`src/rtl/pc_pkg.sv`:
```
// Shared types, counter encodings and saturating-counter helpers for the fetch PC generator.
// BTB entries use 2-bit direction counters; bit 1 is the predicted direction.
package pc_pkg;

    typedef logic [1:0] ctr_t;

    localparam ctr_t CTR_SNT = 2'd0;  // strongly not taken
    localparam ctr_t CTR_WNT = 2'd1;  // weakly not taken
    localparam ctr_t CTR_WT  = 2'd2;  // weakly taken (initial state on allocation)
    localparam ctr_t CTR_ST  = 2'd3;  // strongly taken

    // Saturating increment towards strongly-taken.
    function automatic ctr_t ctr_inc(input ctr_t c);
        return (c == CTR_ST) ? CTR_ST : ctr_t'(c + 2'd1);
    endfunction

    // Saturating decrement towards strongly-not-taken.
    function automatic ctr_t ctr_dec(input ctr_t c);
        return (c == CTR_SNT) ? CTR_SNT : ctr_t'(c - 2'd1);
    endfunction

endpackage

```
`src/rtl/pc_btb.sv`:
```
// Direct-mapped branch target buffer: one lookup port (current fetch PC) and one training port.
// A lookup in the same cycle as a write to the same index sees the pre-write contents.
module pc_btb
    import pc_pkg::*;
#(
    parameter int unsigned XLEN        = 32,
    parameter int unsigned BTB_ENTRIES = 16,
    parameter int unsigned BTB_TAG_W   = 8
) (
    input  logic            clk,
    input  logic            rst,
    input  logic [XLEN-1:0] lookup_pc_i,
    input  logic [XLEN-1:0] pc_add4_i,
    output logic            pred_taken_o,
    output logic [XLEN-1:0] pred_target_o,
    input  logic            upd_en_i,
    input  logic [XLEN-1:0] upd_pc_i,
    input  logic            upd_taken_i,
    input  logic [XLEN-1:0] upd_target_i
);

    localparam int unsigned IDX_W   = $clog2(BTB_ENTRIES);
    localparam int unsigned TAG_LSB = 2 + IDX_W;

    // The entry struct depends on module parameters, so it is declared here rather than in pc_pkg.
    typedef struct packed {
        logic                 valid;
        logic [BTB_TAG_W-1:0] tag;
        logic [XLEN-3:0]      target;
        ctr_t                 ctr;
    } btb_entry_t;

    btb_entry_t entries_q [BTB_ENTRIES];
    btb_entry_t entries_d [BTB_ENTRIES];

    logic [IDX_W-1:0]     lk_idx, up_idx;
    logic [BTB_TAG_W-1:0] lk_tag, up_tag;
    btb_entry_t           lk_entry, up_entry;
    logic                 lk_hit, up_hit;

    assign lk_idx = lookup_pc_i[2 +: IDX_W];
    assign lk_tag = lookup_pc_i[TAG_LSB +: BTB_TAG_W];
    assign up_idx = upd_pc_i[2 +: IDX_W];
    assign up_tag = upd_pc_i[TAG_LSB +: BTB_TAG_W];

    // Address bits outside index/tag and the ignored target LSBs.
    logic unused_bits;
    assign unused_bits = ^{lookup_pc_i, upd_pc_i, upd_target_i[1:0]};

    // Lookup: predict taken on a tag hit whose counter leans taken.
    always_comb begin
        lk_entry      = entries_q[lk_idx];
        lk_hit        = lk_entry.valid && (lk_entry.tag == lk_tag);
        pred_taken_o  = lk_hit && lk_entry.ctr[1];
        pred_target_o = pred_taken_o ? {lk_entry.target, 2'b00} : pc_add4_i;
    end

    // Training: allocate on taken miss, train counter on hit, ignore not-taken miss.
    always_comb begin
        entries_d = entries_q;
        up_entry  = entries_q[up_idx];
        up_hit    = up_entry.valid && (up_entry.tag == up_tag);
        if (upd_en_i) begin
            if (upd_taken_i) begin
                entries_d[up_idx].valid  = 1'b1;
                entries_d[up_idx].tag    = up_tag;
                entries_d[up_idx].target = upd_target_i[XLEN-1:2];
                entries_d[up_idx].ctr    = up_hit ? ctr_inc(up_entry.ctr) : CTR_WT;
            end else if (up_hit) begin
                entries_d[up_idx].ctr = ctr_dec(up_entry.ctr);
            end
        end
    end

    // Entry array; reset clears every entry so all valid bits drop.
    always_ff @(posedge clk or posedge rst) begin
        if (rst) begin
            entries_q <= '{default: '0};
        end else begin
            entries_q <= entries_d;
        end
    end

endmodule

```
`src/rtl/pc_gen.sv`:
```
// Fetch program-counter generator with optional BTB next-PC prediction.
// Define PC_BTB_EN to build the BTB; otherwise the PC advances by 4 unless stalled/redirected.
module pc_gen
    import pc_pkg::*;
#(
    parameter int unsigned     XLEN         = 32,
    parameter logic [XLEN-1:0] RESET_VECTOR = '0,
    parameter int unsigned     BTB_ENTRIES  = 16,
    parameter int unsigned     BTB_TAG_W    = 8
) (
    input  logic            clk,
    input  logic            rst,
    input  logic            stall,
    input  logic            redirect,
    input  logic [XLEN-1:0] redirect_pc,
    input  logic            upd_en,
    input  logic [XLEN-1:0] upd_pc,
    input  logic            upd_taken,
    input  logic [XLEN-1:0] upd_target,
    output logic [XLEN-1:0] pc,
    output logic [XLEN-1:0] pc_add4,
    output logic            pred_taken,
    output logic [XLEN-1:0] pred_target
);

    localparam logic [XLEN-1:0] RESET_PC = {RESET_VECTOR[XLEN-1:2], 2'b00};

    logic [XLEN-1:0] pc_q, pc_d;

    assign pc      = pc_q;
    assign pc_add4 = pc_q + XLEN'(4);

`ifdef PC_BTB_EN
    pc_btb #(
        .XLEN        (XLEN),
        .BTB_ENTRIES (BTB_ENTRIES),
        .BTB_TAG_W   (BTB_TAG_W)
    ) u_btb (
        .clk           (clk),
        .rst           (rst),
        .lookup_pc_i   (pc_q),
        .pc_add4_i     (pc_add4),
        .pred_taken_o  (pred_taken),
        .pred_target_o (pred_target),
        .upd_en_i      (upd_en),
        .upd_pc_i      (upd_pc),
        .upd_taken_i   (upd_taken),
        .upd_target_i  (upd_target)
    );
`else
    assign pred_taken  = 1'b0;
    assign pred_target = pc_add4;

    logic unused_upd;
    assign unused_upd = ^{upd_en, upd_pc, upd_taken, upd_target};
`endif

    // Redirect target LSBs are forced to zero.
    logic unused_rpc_lsb;
    assign unused_rpc_lsb = ^redirect_pc[1:0];

    // Next-PC select: redirect beats stall, stall holds, else follow the prediction.
    always_comb begin
        pc_d = pc_q;
        if (redirect) begin
            pc_d = {redirect_pc[XLEN-1:2], 2'b00};
        end else if (!stall) begin
            pc_d = pred_target;
        end
    end

    // Fetch PC register.
    always_ff @(posedge clk or posedge rst) begin
        if (rst) begin
            pc_q <= RESET_PC;
        end else begin
            pc_q <= pc_d;
        end
    end

endmodule

```
`config.mk`:
```
export PLATFORM = sky130hd
export DESIGN_NAME = pc_gen
export DESIGN_NICKNAME = d
export VERILOG_FILES = /design/src/rtl/pc_pkg.sv /design/src/rtl/pc_btb.sv /design/src/rtl/pc_gen.sv
export SDC_FILE = /design/constraint.sdc
export NUM_CORES = 1
export LEC_CHECK = 0
export ABC_AREA = 1
export CAP_MARGIN = 20
export CELL_PAD_IN_SITES_DETAIL_PLACEMENT = 0
export CELL_PAD_IN_SITES_GLOBAL_PLACEMENT = 2
export CORE_MARGIN = 3
export CORE_UTILIZATION = 27
export CTS_CLUSTER_SIZE = 24
export DETAILED_ROUTE_END_ITERATION = 10
export DONT_BUFFER_PORTS = 1
export PLACE_DENSITY = 0.82
export SETUP_SLACK_MARGIN = 0.3
export SKIP_LAST_GASP = 1
export SYNTH_ARGS = -nofsm -noshare
export SYNTH_HDL_FRONTEND = slang
export SYNTH_SLANG_ARGS = --single-unit
```
`constraint.sdc`:
```
create_clock -name clk -period 1.8 [get_ports clk]
set_input_delay 0.54 -clock clk [delete_from_list [all_inputs] [get_ports clk]]
set_output_delay 0.54 -clock clk [all_outputs]
set_load 0.01 [all_outputs]
```
# Yosys cells after proc, flatten, opt, wreduce, memory -nomap -nowiden
# Cells that the tools add are included.
# W data, S select, Z words.
# totals
word_cells,5
input_bits,102
register_bits,32
# classes
n_addsub,1
muxes,2
n_eq_ne,1
# op_table
operator,count
$mux W32,2
$add A32 B3 Y32 const B,1
$ne A2 B1 Y1 const B,1

# Longest topological paths before layout
# depth
depth_word,3
depth_mapped,10
mapped_depth_nobuf,10

# Least setup slack after synthesis
# No wires, ideal clock.
# synth_path
path_kind,flip-flop to output port
from,"reg pc_q[3], in the netlist pc[3]"
to,out pred_target[18]
stages_incl_launch_ff,8
arrival_time_ns,1.526
setup_slack_ns,-0.266
path_buffers,1
cell_sequence,dfrtp_1 -> ha_1 -> nand2_2 -> nor2_8 -> nand2_8 -> nor2_8 -> xor2_2 -> buf_4
# synth_via
elab_chain_len,1
# synth_lines
item,line,rtl
from (decl),pc_gen.sv:28,"logic [XLEN-1:0] pc_q, pc_d;"
from (signal assigned),pc_gen.sv:77,pc_q <= pc_d;
$add A32 B3 Y32,pc_gen.sv:31,assign pc_add4 = pc_q + XLEN'(4);
to (decl),pc_gen.sv:23,output logic [XLEN-1:0] pred_target
# Every way passes these cells.

# Worst setup path in the final report
# layout_path
from,"reg pc_q[3], in the netlist pc[3]"
to,out pred_target[17]
# Same word-level chain as after synthesis.

==> results.txt <==
Top post-synthesis cells by area - dfrtp_1, nand2_1, buf_4
Share of layout cells above drive strength 1 - 48.7%
Worst Path Arrival - 1.67 ns
Pwr/cell area - 642 mW/mm^2
Total Wirelength - 8290 um
Syn Inst Count - 400
GP Congestion - 0.804
Area share of the largest cell type after synthesis - 28.1%
VDD IR max - 293 uV
Vias per cell - 4.34
Multi-input logic area - 0.00192 mm^2
FF+latch area - 772 um^2
Max Slew Vio Count - 0
Leakage - 1.79 nW
Final Hold Fails - 0
Clock Path Buffers - 2
Die area - 0.0111 mm^2
Crit-path max FO - 5
Min-delay worst type - input pin to asynchronous set/reset pin
Distinct cell type count after synthesis - 25
Synth area leader - dfrtp_1
Die W - 105 um
Port Buf Inserts - 0
RSZ-0062 raised after global routing - yes
Standard-cell rows - 35
Pin count of the biggest net entering global routing - 33
Commonest non-fill, non-tap cell in the layout - nand2_1
Vias in the first global route - 2,407
Max FFs per register - 30
Worst-skew pair later-pin latency - 0.28 ns
Status - finished, violations left
First-pass iteration count of the detailed router - 4
Die H - 105 um
Root Buffer - clkbuf_8
Area grow syn2layout - 41.2%
Reg-to-reg setup timing slack - 0.18 ns
Syn. warnings - 0
Max Cap Viol - 0
Worst path required time - 1.26 ns
Final setup TNS - -17.15 ns
Commonest cells after routing, fill and taps aside - nand2_1, buf_4, inv_1
DP HPWL - 6200 um
Clk sink count - 30
PnR worst setup slack - -0.412 ns
Global-route wire length before repair - 13,000 um
Initial antenna violation count - 0
Total grt overflow - 0
TritonCTS Buffers - 5
Failing checks - negative setup slack
Via count - 2,458
Starting DRC count in detailed routing - 98
Final period util - 123%
#FFs+latches synth - 30
Core Footprint - 0.00942 mm^2
GRT Util Overall - 14.8%
Worst Setup Start Kind - flip-flop
DRC - 0
Synth Area per Inst - 6.68 um^2
Fillers - 987
Final setup fails - 56
Critical Path End Type - output pin
Final Skew - 0.00575 ns
Antenna cells - 0
Syn Std Cell Area - 0.00267 mm^2
Antenna violation net count after detailed routing - 0
Critical path class - flip-flop to output pin
IO Count - 199
Initial Util - 28.4%
Clock slew at the register clock pins of the worst setup and hold paths - 0.07 ns
DR WL/cell - 14.6 um
Pre-CTS WS - -0.108 ns
Nets - 539
Final Critical Period - 2.21 ns
CTS tree - yes
Sequential share of the synthesized area - 28.1%
H-tree levels - 2
FMAX - 452 MHz
## area by class of cell
class                           instances  share of cell area (%)
Clock buffer                            8                    2.92
Inverter                               58                    5.84
Multi-Input combinational cell        273                    50.9
Sequential cell                        30                    20.5
Tap cell                              129                    4.28
Timing Repair Buffer                   68                    15.6
## report_power, final
part | switching [mW] | internal (mW)
logic | 0.554 | 0.364
clock network | 0.285 | 0.387
registers | 0.0808 | 0.753
## path summary, 6_finish.rpt
kind                                         from            endpoint  cells after the start
worst min register to register  pc[8]$_DFFE_PP0N_   pc[8]$_DFFE_PP0N_                      3
worst max register to register  pc[3]$_DFFE_PP0N_  pc[18]$_DFFE_PP0N_                      9
max in group asynchronous                     rst  pc[17]$_DFFE_PP0N_                      2
worst min-delay path                          rst  pc[31]$_DFFE_PP0N_                      2
min in group clk                         redirect   pc[5]$_DFFE_PP0N_                      2
worst max-delay path            pc[3]$_DFFE_PP0N_     pred_target[17]                      7
## what timing repair did
item | in CTS | in global routing
hold buffers | 0 | 0
setup endpoints to repair | 77 | 87
pin swaps | 33 | 28
setup buffers | 7 | 6
cloned | 0 | 0
endpoints found under the hold margin | 0 | 0
resized for setup | 65 | 48
## worst max-delay path: stages, from the launching register on
cell,delay (ns)
dfrtp_2,0.40
buf_4,0.12
nand2_2,0.07
nor2_4,0.13
nand2_4,0.11
nor2_4,0.26
xor2_2,0.16
buf_6,0.14
## metal layers
layer / vias up / share of wire (%) / GRT usage [%]
li1: 1222 / - / -
met1: 1157 / 44 / 19.6
met2: 71 / 48 / 24.3
met3: 8 / 6.2 / 3.61
met4: 0 / 1.5 / 3.98
met5: - / 0 / 0
## cells in the mapped netlist
cell type  number
nand2_1       154
nor2_1         30
buf_4          37
clkbuf_1        5
conb_1          1
o211ai_1        4
xnor2_1         1
buf_2           3
nand2_2         6
ha_1            1
xor2_2          7
nand3_1        18
xor2_1          7
nor2_2          2
inv_2           1
inv_1          57
dfrtp_1        30
and2_1          1
a22o_1          8
nand2_8         1
nor2_4          8
o21ai_0        13
o221ai_1        1
nor2_8          3
nand2_4         1
## kinds of logic after synthesis
family	after synthesis	share of synthesized area [%]
AOI/OAI and AO/OA	26	6.51
and+or+nand+nor	224	38.1
other	1	0.140
buffers and inverters	103	19.8
DFF	30	28.1
adders and majority gates	1	0.468
xor gates and xnor gates	15	6.88
## through the flow
stage	total power, mW	instances	util, %	area (um^2)	hold slack, ns
after detailed placement	1.60	545	32.8	3090	0.564
after global routing	2.59	566	40.1	3770	0.273
after global placement	1.59	545	32.8	3090	0.556
after floorplan	1.48	406	-	2880	0.570
final	2.42	566	40.1	3770	0.236
after CTS	2.39	560	37.6	3540	0.252
No activity file was read; power rests on OpenSTA's default activity.
